**src/rtl/rst_seq_pkg.sv**
```systemverilog
// Shared types, default parameters and sizing helper for the reset sequencer.
package rst_seq_pkg;

  typedef enum logic [1:0] {
    HOLD    = 2'd0,
    RELEASE = 2'd1,
    RUN     = 2'd2,
    SOFT    = 2'd3
  } state_e;

  localparam int unsigned N_STAGES_DEF  = 3;
  localparam int unsigned STAGE_DLY_DEF = 16;
  localparam int unsigned SOFT_HOLD_DEF = 8;

  // Counter must hold the larger of the two delays.
  function automatic int unsigned cnt_width(input int unsigned a, input int unsigned b);
    int unsigned m;
    m = (a > b) ? a : b;
    return $clog2(m + 1);
  endfunction

endpackage

```
**src/rtl/rst_delay_cnt.sv**
```systemverilog
// Loadable down-counter; done_c flags the last cycle of a loaded delay.
module rst_delay_cnt #(
  parameter int unsigned W = 5
) (
  input  logic         clk,
  input  logic         rst_n,
  input  logic         load,
  input  logic [W-1:0] load_val,
  output logic         done_c
);

  logic [W-1:0] cnt_q;
  logic [W-1:0] cnt_d;

  // Saturates at zero so an idle counter never re-fires done_c.
  always_comb begin
    cnt_d = cnt_q;
    if (load) begin
      cnt_d = load_val;
    end else if (cnt_q != '0) begin
      cnt_d = cnt_q - W'(1);
    end
  end

  always_ff @(posedge clk or negedge rst_n) begin
    if (!rst_n) begin
      cnt_q <= '0;
    end else begin
      cnt_q <= cnt_d;
    end
  end

  assign done_c = (cnt_q == W'(1));

endmodule

```
**src/rtl/rst_sequencer.sv**
```systemverilog
// Board-reset synchronizer plus ordered release of downstream reset domains,
// with an acknowledged soft-reset replay.
module rst_sequencer
  import rst_seq_pkg::*;
#(
  parameter int unsigned N_STAGES  = N_STAGES_DEF,
  parameter int unsigned STAGE_DLY = STAGE_DLY_DEF,
  parameter int unsigned SOFT_HOLD = SOFT_HOLD_DEF
) (
  input  logic                i_clk,
  input  logic                i_nrst,
  input  logic                i_soft_req,
  output logic                o_soft_ack,
  output logic [N_STAGES-1:0] o_nrst_stage,
  output logic                o_ready
);

  localparam int unsigned CNT_W = cnt_width(STAGE_DLY, SOFT_HOLD);
  localparam int unsigned IDX_W = (N_STAGES > 1) ? $clog2(N_STAGES) : 1;

  logic [1:0]          sync_q, sync_d;
  state_e              state_q, state_d;
  logic [IDX_W-1:0]    idx_q, idx_d;
  logic [N_STAGES-1:0] stage_q, stage_d;
  logic                ready_q, ready_d;
  logic                ack_q, ack_d;
  logic                armed_q, armed_d;

  logic                sync_nrst;
  logic                cnt_load;
  logic [CNT_W-1:0]    cnt_val;
  logic                cnt_done_c;

  assign sync_nrst = sync_q[1];

  rst_delay_cnt #(.W(CNT_W)) u_dly (
    .clk      (i_clk),
    .rst_n    (i_nrst),
    .load     (cnt_load),
    .load_val (cnt_val),
    .done_c   (cnt_done_c)
  );

  always_comb begin
    sync_d   = {sync_q[0], 1'b1};
    state_d  = state_q;
    idx_d    = idx_q;
    stage_d  = stage_q;
    ready_d  = ready_q;
    ack_d    = 1'b0;
    // A low sample re-arms; a level held across an ack stays disarmed.
    armed_d  = armed_q | ~i_soft_req;
    cnt_load = 1'b0;
    cnt_val  = CNT_W'(STAGE_DLY);

    unique case (state_q)
      HOLD: begin
        if (sync_nrst) begin
          cnt_load = 1'b1;
          idx_d    = '0;
          state_d  = RELEASE;
        end
      end
      RELEASE: begin
        if (cnt_done_c) begin
          for (int unsigned k = 0; k < N_STAGES; k++) begin
            if (idx_q == IDX_W'(k)) stage_d[k] = 1'b1;
          end
          if (idx_q == IDX_W'(N_STAGES - 1)) begin
            ready_d = 1'b1;
            state_d = RUN;
          end else begin
            idx_d    = idx_q + IDX_W'(1);
            cnt_load = 1'b1;
          end
        end
      end
      RUN: begin
        if (armed_q && i_soft_req) begin
          ack_d    = 1'b1;
          armed_d  = 1'b0;
          stage_d  = '0;
          ready_d  = 1'b0;
          cnt_load = 1'b1;
          cnt_val  = CNT_W'(SOFT_HOLD);
          state_d  = SOFT;
        end
      end
      SOFT: begin
        if (cnt_done_c) begin
          cnt_load = 1'b1;
          idx_d    = '0;
          state_d  = RELEASE;
        end
      end
      default: state_d = HOLD;
    endcase
  end

  always_ff @(posedge i_clk or negedge i_nrst) begin
    if (!i_nrst) begin
      sync_q  <= '0;
      state_q <= HOLD;
      idx_q   <= '0;
      stage_q <= '0;
      ready_q <= 1'b0;
      ack_q   <= 1'b0;
      armed_q <= 1'b0;
    end else begin
      sync_q  <= sync_d;
      state_q <= state_d;
      idx_q   <= idx_d;
      stage_q <= stage_d;
      ready_q <= ready_d;
      ack_q   <= ack_d;
      armed_q <= armed_d;
    end
  end

  assign o_nrst_stage = stage_q;
  assign o_ready      = ready_q;
  assign o_soft_ack   = ack_q;

endmodule

```
**config.mk**
```make
export PLATFORM = sky130hd
export DESIGN_NAME = rst_sequencer
export DESIGN_NICKNAME = d
export VERILOG_FILES = /design/src/rtl/rst_seq_pkg.sv /design/src/rtl/rst_delay_cnt.sv /design/src/rtl/rst_sequencer.sv
export SDC_FILE = /design/constraint.sdc
export NUM_CORES = 1
export LEC_CHECK = 0
export ABC_AREA = 1
export BUFFER_PORTS_ARGS = -buffer_cell sky130_fd_sc_hd__buf_2
export CAP_MARGIN = 20
export CELL_PAD_IN_SITES_DETAIL_PLACEMENT = 1
export CELL_PAD_IN_SITES_GLOBAL_PLACEMENT = 1
export CORE_ASPECT_RATIO = 0.9
export CORE_MARGIN = 8
export CORE_UTILIZATION = 45
export CTS_BUF_LIST = sky130_fd_sc_hd__clkbuf_4
export DETAILED_ROUTE_END_ITERATION = 8
export GPL_TIMING_DRIVEN = 0
export PLACE_DENSITY_LB_ADDON = 0.25
export SYNTH_ARGS = -nofsm -noshare
export SYNTH_HDL_FRONTEND = slang
export SYNTH_SLANG_ARGS = --single-unit
```
**constraint.sdc**
```tcl
create_clock -name i_clk -period 1.5 [get_ports i_clk]
set_input_delay 0.15 -clock i_clk [delete_from_list [all_inputs] [get_ports i_clk]]
set_output_delay 0.15 -clock i_clk [all_outputs]
set_load 0.03 [all_outputs]
```
==> results of run 1 <==
final cells by class:
type,count,area (um2),area share
Tap cell,27,33.8,0.0274
Multi-Input combinational cell,91,576,0.466
Buffer,1,7.51,0.00608
Sequential cell,16,400,0.324
Clock buffer,3,22.5,0.0182
Timing Repair Buffer,16,105,0.0851
Inverter,24,90.1,0.0729
flip-flops by register name (all words and copies together), names as in the netlist:
register,flops
armed_q,1
idx_q,2
sync_q,2
state_q,2
u_dly.cnt_q,5
o_nrst_stage,3
o_soft_ack,1
worst register-to-register path: cells and delay by family (launching register included):
family	cells	cell delay (ps)
AND/OR/NAND/NOR	6	510
adder cells (fa/ha/maj)	1	240
buffers and inverters	3	280
flip-flops	1	420
cell usage after synthesis, types with 3 or more instances:
cell type,count
dfrtp_1,16
nand3_1,10
o21ai_0,5
nor2_1,12
nand2_1,37
nand2_2,3
nand4_1,4
inv_1,24
ha_1,12
power by group:
group / switching, uW / leakage (uW) / internal [uW]
clock: 141 / 0.0000138 / 93.5
combinational: 1310 / 0.000479 / 769
sequential: 132 / 0.000194 / 614
total: 1580 / 0.000687 / 1480
per-layer routing:
metal  wire length [um]  track usage  up-vias
li1                   -            -      443
met5                  0            0        -
met3                 65       0.0314        7
met1               1180        0.133      439
met4                 66       0.0714        0
met2               1540        0.239       11
worst max path at each step:
| stage | startpoint | to | slack (ps) | depth (start not counted) |
|---|---|---|---|---|
| after detailed placement | state_q[1] | idx_q[0] | -110 | 7 |
| after CTS | state_q[1] | o_nrst_stage[2] | 30 | 8 |
| after floorplan | state_q[0] | idx_q[0] | 130 | 6 |
| final | state_q[0] | u_dly.cnt_q[3] | -50 | 10 |
| after global placement | state_q[1] | idx_q[0] | -40 | 7 |
| after global routing | state_q[0] | u_dly.cnt_q[3] | -100 | 10 |
logic make-up (layout without fill, tap and decap cells):
family / Yosys count / after routing / synth area share
buffers and inverters: 25 / 44 / 0.0969
AO/OA/AOI/OAI: 9 / 9 / 0.0571
XOR/XNOR: 1 / 1 / 0.00870
adder cells (fa/ha/maj): 12 / 12 / 0.149
other: 1 / 1 / 0.00372
AND/OR/NAND/NOR: 68 / 68 / 0.287
flip-flops: 16 / 16 / 0.398
per-stage QoR:
step	hold WS (ps)	instance area, um2
after detailed placement	92.6	1080
after global placement	82.4	1080
after global routing	63.3	1230
final	65.3	1230
after floorplan	-146	1010
after CTS	50.7	1150
timing repair:
action	4_1_cts	5_1_grt
setup buffers	3	5
setup endpoints to repair	12	12
pin swaps	0	1
hold buffers	1	0
gates resized for setup	4	12
endpoints found under the hold margin	16	0
==> results by group, run 1 <==
Clock network
  – Max clock buf depth: 2
  – Clock root cell: clkbuf_4
  – CTS tree: yes
  – Worst skew pair latency: 290 ps
  – Worst-path clk slew: 90 ps
  – Clk sinks: 16
  – CTS Buf Count: 3
  – Htree depth: 1

Power
  – Pleak: 0.000687 uW
  – P per Cell Area: 2470 mW/mm2
  – VDD IR-drop max: 1.35 mV
  – Total power: roughly 3100 uW

Die
  – DIE WIDTH: 65.9 um
  – Core ar.: about 0.0021 mm2
  – Io pins: 8
  – Total die area: around 0.004 mm2
  – Die Y: 60.9 um
  – Site Rows: 16
  – Effective utilization at floorplan: 0.470

Setup path
  – CP endpoint kind: register
  – R2R setup slack: -50 ps
  – CP max-delay cell: dfrtp_1
  – Critical path's largest stage delay: 420 ps
  – CP Launch Type: register
  – Crit-path max FO: 4
  – Crit-path most repeated cell: nand2_1
  – Critical R2R Capture: u_dly.cnt_q[3]
  – CP Class: register to register
  – Worst path cell trace: buf_4 > ha_1 > inv_1 > nand2_1 > nand2_1 > nand2_2 > nand2_4 > nand2_1 > nand2_1 > inv_1
  – Reg-to-reg startpoint: state_q[0]
  – Worst EP required: 1700 ps
  – Buf/Inv on CP: 3
  – Crit-path leading delay family: simple AND/OR/NAND/NOR gates
  – Critical Path AT: 1740 ps
  – R2R depth: 10

Synthesis
  – Syn_nets: roughly 150
  – Post-synthesis sequential area ratio: 0.398
  – #FFs+latches synth: 16
  – Dominant synthesized flop cell: dfrtp_1
  – Post-synth design cell area: 0.00101 mm2
  – Avg Synthesized Cell Area: 7.63 um2
  – Top cell type's share of synthesized area: 0.398
  – Top cells by area, synth: dfrtp_1 (40%), ha_1 (15%), nand2_1 (14%), inv_1 (8.9%), nand3_1 (5.0%)
  – Syn Inst Count: about 130
  – YS warnings: 0
  – Largest area contributor in the netlist: dfrtp_1
  – Synth unique cells: 18
  – Post-synth ARST share: 1.00
  – Post-synth EDFFs: 0

Global route
  – Initial antenna violation count: 0
  – GR Util All Layers: 0.130
  – Gr ovfl total: 0
  – Vias in the first global route: 909
  – Largest net degree at the start of global routing: 17
  – First-pass GRT wire length: about 4000 um

Final layout
  – Final non-filler cell total: 178
  – Layout cells sized above 1: 0.219
  – Nets: between 150 and 200
  – Layout area overhead: 22.6%
  – Most common cell after layout, fill and taps aside: nand2_1
  – Util after Layout: 0.577
  – Most frequent cells in the layout: nand2_1 (37), inv_1 (22), dfrtp_1 (16)
  – Fillers: 267
  – Antenna Cells: 0

STA
  – Period Utilization, post-route: 1.03
  – Final worst slack: -48.6 ps
  – Final Setup Violations: 2
  – TNS Setup: -56.8 ps
  – Clk_skew: 1.16 ps
  – Final min period: between 1500 and 2000 ps
  – Fmax: roughly 0.65 GHz
  – Final max-slew violation count: 0
  – Fin. Hold Viols: 0

Hold path
  – Hold Crit Endpoint: armed_q
  – Hold_sp: i_soft_req
  – Hold Crit Depth: 2
  – Hold Crit Class: input pin to register

Run status
  – Status: complete, but fails checks
  – Failing checks: negative setup slack

Detailed routing
  – Aggregate routed wire length: 2850 um
  – Vias: 900
  – # DRC: 0
  – Wirelength per Cell: 16.0 um
  – Via density: ~5.1
  – Number of antenna-violating nets in the routed design: 0
  – 1st-pass router iterations: 4
  – Initial DRC count: 23

Flow run
  – Max Cap Viol: 0

Place
  – Pre-CTS WS: -114 ps
  – Gpl congestion: 0.815
  – Hpwl dp: 1750 um
  – Inst Count DP: about 170
  – I/O Buffers: 7
(Power assumes the default switching activity.)
==> run 2: changes to the inputs <==
--- a/config.mk
+++ b/config.mk
@@ -5,14 +5,13 @@
 export SDC_FILE = /design/constraint.sdc
 export NUM_CORES = 1
 export LEC_CHECK = 0
-export ABC_AREA = 1
 export BUFFER_PORTS_ARGS = -buffer_cell sky130_fd_sc_hd__buf_2
 export CAP_MARGIN = 20
 export CELL_PAD_IN_SITES_DETAIL_PLACEMENT = 1
 export CELL_PAD_IN_SITES_GLOBAL_PLACEMENT = 1
 export CORE_ASPECT_RATIO = 0.9
 export CORE_MARGIN = 8
-export CORE_UTILIZATION = 45
+export CORE_UTILIZATION = 48
 export CTS_BUF_LIST = sky130_fd_sc_hd__clkbuf_4
 export DETAILED_ROUTE_END_ITERATION = 8
 export GPL_TIMING_DRIVEN = 0
==> constraint.sdc (replaced) <==
create_clock -name i_clk -period 1.7 [get_ports i_clk]
set_input_delay 0.17 -clock i_clk [delete_from_list [all_inputs] [get_ports i_clk]]
set_output_delay 0.17 -clock i_clk [all_outputs]
set_load 0.03 [all_outputs]
==> run 2 against run 1 <==
Against the previous run: the run still ends with negative setup slack left; power down 72%; synthesized cell count down 27%; final area down 1.6%; non-clock buffer count up 1; count of clock-buffer cells in the layout unchanged; synthesized area down 3.0%; critical endpoint is now u_dly.cnt_q[4]; first-iteration DRC count down 70%; hold slack better by 41 ps; die area down 6.8%; highest routed layer unchanged.
==> results by group, run 2 <==
Place
  – Gpl congestion: 0.746
  – Inst Count DP: 129
  – Hpwl dp: around 1500 um
  – I/O Buffers: 7

Global route
  – Gr ovfl total: 0
  – Vias in the first global route: 773
  – GR Util All Layers: 0.125
  – Initial antenna violation count: 0
  – First-pass GRT wire length: 3700 um
  – Largest net degree at the start of global routing: 17

Flow run
  – Max Cap Viol: 0

Die
  – Io pins: 8
  – DIE WIDTH: roughly 64 um
  – Effective utilization at floorplan: 0.510
  – Total die area: 0.00374 mm2
  – Core ar.: 0.00191 mm2
  – Site Rows: 15
  – Die Y: about 60 um

Detailed routing
  – Number of antenna-violating nets in the routed design: 0
  – Vias: 765
  – # DRC: 0
  – Initial DRC count: 7
  – 1st-pass router iterations: 4
  – Wirelength per Cell: 17.5 um
  – Via density: roughly 5.4
  – Aggregate routed wire length: between 2000 and 2500 um

STA
  – Final worst slack: -121 ps
  – TNS Setup: -173 ps
  – Period Utilization, post-route: 1.07
  – Final Setup Violations: 5
  – Fmax: 0.549 GHz
  – RSZ-0062 raised after global routing: true
  – Fin. Hold Viols: 0
  – Final max-slew violation count: 0
  – Clk_skew: 11.4 ps
  – Final min period: between 1500 and 2000 ps

Setup path
  – CP endpoint kind: register
  – Worst path cell trace: inv_2 > ha_4 > nor3b_4 > mux2i_2 > or3b_1 > and3_1
  – Worst EP required: 1880 ps
  – R2R depth: 6
  – Critical Path AT: 2010 ps
  – Critical path's largest stage delay: 440 ps
  – CP Launch Type: register
  – CP Class: register to register
  – CP max-delay cell: dfrtp_1
  – Crit-path max FO: 3

Clock network
  – Worst-path clk slew: 110 ps
  – Clk sinks: 16
  – Clock root cell: clkbuf_4
  – CTS Buf Count: 3
  – Worst skew pair latency: 300 ps
  – CTS tree: yes
  – Max clock buf depth: 2
  – Htree depth: 1

Final layout
  – Layout cells sized above 1: 0.308
  – Most frequent cells in the layout: dfrtp_1 (16), ha_1 (9), buf_4 (9)
  – Max FFs per register: 5
  – Antenna Cells: 0
  – Layout area overhead: 24.3%
  – Reg with most FFs: u_dly.cnt_q
  – Fillers: between 200 and 250
  – Final non-filler cell total: 142
  – Nets: ~130
  – Most common cell after layout, fill and taps aside: dfrtp_1

Synthesis
  – Post-synth design cell area: 977 um2
  – Post-synth ARST share: 1.00
  – #FFs+latches synth: 16
  – YS warnings: 0
  – Synth unique cells: 33
  – Top cells by area, synth: dfrtp_1 (41%), ha_1 (15%), mux2i_1 (5.1%), o21ai_0 (4.1%), inv_1 (3.8%)
  – Count leader, synth: dfrtp_1
  – Syn Inst Count: 97
  – Avg Synthesized Cell Area: 10.1 um2
  – Commonest cells post-synth: dfrtp_1 (16), ha_1 (12), inv_1 (10)
  – Post-synth EDFFs: 0
  – Syn_nets: 112
  – Dominant synthesized flop cell: dfrtp_1
  – Top cell type's share of synthesized area: 0.410
  – Post-synthesis sequential area ratio: 0.410
  – Largest area contributor in the netlist: dfrtp_1

Run status
  – Status: complete, but fails checks
  – Failing checks: negative setup slack

Power
  – P per Cell Area: 715 mW/mm2
  – VDD IR-drop max: 0.512 mV
  – Pleak: 0.000589 uW

Hold path
  – Hold Crit Class: input pin to register
  – Hold Crit Depth: 2
[run 2: worst paths after layout]
check | start | endpoint | slack, ps
setup / recovery | u_dly.cnt_q[0] | u_dly.cnt_q[4] | -120
hold / removal | i_soft_req | armed_q | 110
setup reg to reg | u_dly.cnt_q[0] | u_dly.cnt_q[4] | -120
hold reg to reg | sync_q[0] | sync_q[1] | 360
max in group asynchronous | i_nrst | sync_q[0] | 1130
min in group asynchronous | i_nrst | u_dly.cnt_q[3] | 300
[run 2: kinds of logic (layout without fill, tap and decap cells)]
kind of cell	Yosys count	in the layout	share of synthesized area
mux	6	6	0.0666
other cells	1	1	0.00384
flops	16	16	0.410
xor+xnor	1	1	0.00896
simple gates	30	30	0.178
buf+inv	12	32	0.0512
fa+ha+maj	12	12	0.154
compound gates	19	19	0.128
[run 2: area by class of cell]
cell class | instances | area, um2 | share of cell area
clock inverter | 1 | 3.75 | 0.00309
timing repair buffer | 17 | 116 | 0.0958
clock buffer | 3 | 22.5 | 0.0185
multi-input combinational | 69 | 596 | 0.490
inverter | 10 | 37.5 | 0.0309
tap | 25 | 31.3 | 0.0257
sequential | 16 | 400 | 0.330
buffer | 1 | 7.51 | 0.00618
[run 2: stage by stage]
step                      setup WS, ps  hold slack, ps  utilization  area [um2]  power, uW
after floorplan                0.00444            -126            -         977        552
after global placement            -118             100        0.545        1040        591
after detailed placement          -154             104        0.545        1040        601
after CTS                        -76.4             105        0.593        1130        830
after global routing              -169             136        0.635        1210        898
final                             -121             107        0.635        1210        869
[run 2: critical path, delay by kind of cell, from the launching register on]
family / cells / cell delay, ps
and+or+nand+nor: 3 / 760
buffers and inverters: 1 / 100
adders and majority gates: 1 / 140
DFF: 1 / 440
muxes: 1 / 280
[run 2: metal layers]
layer | global-route usage | vias to the layer above | wire length (um) | part of all wire
met5 | 0 | - | 0 | 0
li1 | - | 367 | - | -
met4 | 0.0571 | 0 | 36 | 0.015
met2 | 0.205 | 13 | 1230 | 0.50
met3 | 0.0322 | 5 | 83 | 0.033
met1 | 0.151 | 380 | 1130 | 0.45
[run 2: where the power goes]
| group | switching (uW) | internal, uW |
|---|---|---|
| Clock | 132 | 85.5 |
| Combinational | 123 | 104 |
| Sequential | 21.6 | 403 |
[run 2: what timing repair did]
action / 4_1_cts / 5_1_grt
hold buffers: 1 / 0
pin swaps: 1 / 3
setup endpoints to repair: 7 / 10
gates resized for setup: 4 / 16
setup buffers: 6 / 4
endpoints found under the hold margin: 16 / 0
==> run 3: changes to the inputs <==
--- a/config.mk
+++ b/config.mk
@@ -5,7 +5,7 @@
 export SDC_FILE = /design/constraint.sdc
 export NUM_CORES = 1
 export LEC_CHECK = 0
-export BUFFER_PORTS_ARGS = -buffer_cell sky130_fd_sc_hd__buf_2
+export BUFFER_PORTS_ARGS = -buffer_cell sky130_fd_sc_hd__buf_4
 export CAP_MARGIN = 20
 export CELL_PAD_IN_SITES_DETAIL_PLACEMENT = 1
 export CELL_PAD_IN_SITES_GLOBAL_PLACEMENT = 1
==> run 3 against run 2 <==
Against the previous run: the flow still finishes with violations (negative setup slack); count of clock-buffer cells in the layout unchanged; die area stayed put; utilization grew 0.20 points; register-to-register slack got worse by 20 ps; routed wire length decreased by 4.3%; via count shrank 0.13%; critical endpoint is now u_dly.cnt_q[3]; final area grew 0.31%; sequential power barely moved; sequential share of layout area shrank 0.10 points; clock power shrank 6%; non-clock buffer count up 2.
==> results by group, run 3 (same netlist as run 2, synthesis figures left out) <==
Run status
  – Status: complete, but fails checks
  – Failing checks: negative setup slack

Global route
  – Largest net degree at the start of global routing: 17
  – Initial antenna violation count: 0
  – GR Util All Layers: 0.126
  – Gr ovfl total: 0
  – Vias in the first global route: 816
  – First-pass GRT wire length: 3640 um

STA
  – Final Setup Violations: 2
  – Fin. Hold Viols: 0
  – Final min period: 1840 ps
  – Clk_skew: 6.84 ps
  – Final worst slack: -142 ps
  – RSZ-0062 raised after global routing: true
  – Fmax: 0.543 GHz
  – Period Utilization, post-route: 1.08
  – Final max-slew violation count: 0
  – Worst hold margin: 82.0 ps

Die
  – Core ar.: between 0.0015 and 0.002 mm2
  – Total die area: 0.00374 mm2
  – Effective utilization at floorplan: 0.510
  – Io pins: 8
  – DIE WIDTH: about 64 um
  – Die Y: 58.8 um
  – Site Rows: 15

Detailed routing
  – Met1 wire length: 1080 um
  – Top Metal Used: met4
  – Initial DRC count: 10
  – Via density: about 5.3
  – Vias: 764
  – Routed wl met3: 69 um
  – # DRC: 0
  – Number of antenna-violating nets in the routed design: 0
  – DR WL met2: 1180 um
  – Wirelength per Cell: 16.6 um
  – Aggregate routed wire length: 2380 um
  – 1st-pass router iterations: 4

Hold path
  – Hold Crit Class: input pin to register
  – Hold_sp: i_soft_req

Flow run
  – Max Cap Viol: 0

Clock network
  – Clock root cell: clkbuf_4
  – Worst skew pair latency: 290 ps
  – Max clock buf depth: 2
  – Worst-path clk slew: around 100 ps
  – Htree depth: 1
  – Clk sinks: 16
  – CTS tree: yes
  – CTS Buf Count: 3

Setup path
  – Levels on crit path: 5
  – Worst EP required: 1850 ps
  – Critical Path AT: 2000 ps
  – Crit-path leading delay family: simple AND/OR/NAND/NOR gates
  – CP Class: register to register
  – Launch point of the worst path: u_dly.cnt_q[0]
  – CP max-delay cell: dfrtp_1
  – Critical path's largest stage delay: 420 ps
  – CP Launch Type: register
  – R2R setup slack: -140 ps
  – R2R depth: 5
  – Reg-to-reg startpoint: u_dly.cnt_q[0]
  – Worst Setup EP: u_dly.cnt_q[3]
  – Crit-path max FO: 3
  – Worst path cell trace: buf_4 > or3_1 > nor3_1 > nor2_1 > o311ai_0
  – Buf/Inv on CP: 1
  – Critical R2R Capture: u_dly.cnt_q[3]
  – CP endpoint kind: register

Final layout
  – Max FFs per register: 5
  – Nets: ~140
  – Layout cells sized above 1: 0.314
  – Layout area overhead: 24.7%
  – Most common cell after layout, fill and taps aside: buf_4
  – Most frequent cells in the layout: buf_4 (19), dfrtp_1 (16), ha_1 (9)
  – Reg with most FFs: u_dly.cnt_q
  – Antenna Cells: 0

Place
  – Gpl congestion: 0.747
  – I/O Buffers: 7
  – Pre-CTS WS: -169 ps
  – Hpwl dp: between 1500 and 2000 um

Power
  – P per Cell Area: around 700 mW/mm2
  – VDD IR-drop max: between 0.5 and 0.6 mV
  – Pleak: 0.000595 uW
[run 3: layout make-up]
class | count | area, um2
Inverter | 10 | 37.5
Fill cell | 218 | 696
Buffer | 1 | 7.51
Tap cell | 25 | 31.3
Timing Repair Buffer | 19 | 145
Multi-Input combinational cell | 69 | 574
Clock buffer | 3 | 22.5
Sequential cell | 16 | 400
[run 3: report_power, final]
| part | total (uW) | switching (uW) | internal, uW |
|---|---|---|---|
| combinational | 223 | 116 | 107 |
| clock | 204 | 121 | 82.5 |
| sequential | 422 | 19.8 | 403 |
| total | 849 | 257 | 592 |
[run 3: how the worst min path moves through the flow]
stage / to / slack (ps) / cells past startpoint
after floorplan: armed_q / -130 / 0
after global placement: u_dly.cnt_q[2] / 40 / 1
after detailed placement: u_dly.cnt_q[2] / 40 / 1
after CTS: armed_q / 80 / 2
after global routing: armed_q / 100 / 2
final: armed_q / 80 / 2
[run 3: through the flow]
stage	TNS (ps)	area (um2)	cells	util	total power, uW
finish	-186	1220	143	0.637	849
global route	-635	1220	143	0.637	890
CTS	0	1180	141	0.618	833
detailed placement	-331	1060	129	0.554	608
global placement	-141	1060	129	0.554	598
floorplan	0	977	97	-	552
[run 3: per-layer routing]
metal	vias to the layer above	GRT usage
li1	371	-
met1	377	0.130
met2	11	0.236
met3	5	0.0341
met4	0	0.0571
met5	-	0
[run 3: worst reg2reg max path, delay by kind of cell (launching register included)]
kind	cells	cell delay, ps
simple gates	3	750
flops	1	420
compound gates	1	400
buf+inv	1	150
[run 3: repair_timing]
action,4_1_cts,5_1_grt
buffers inserted,9,2
pin swaps,2,1
resized for setup,7,8
endpoints found under the setup margin,6,11
hold endpoints to repair,16,0
hold buffers,1,0
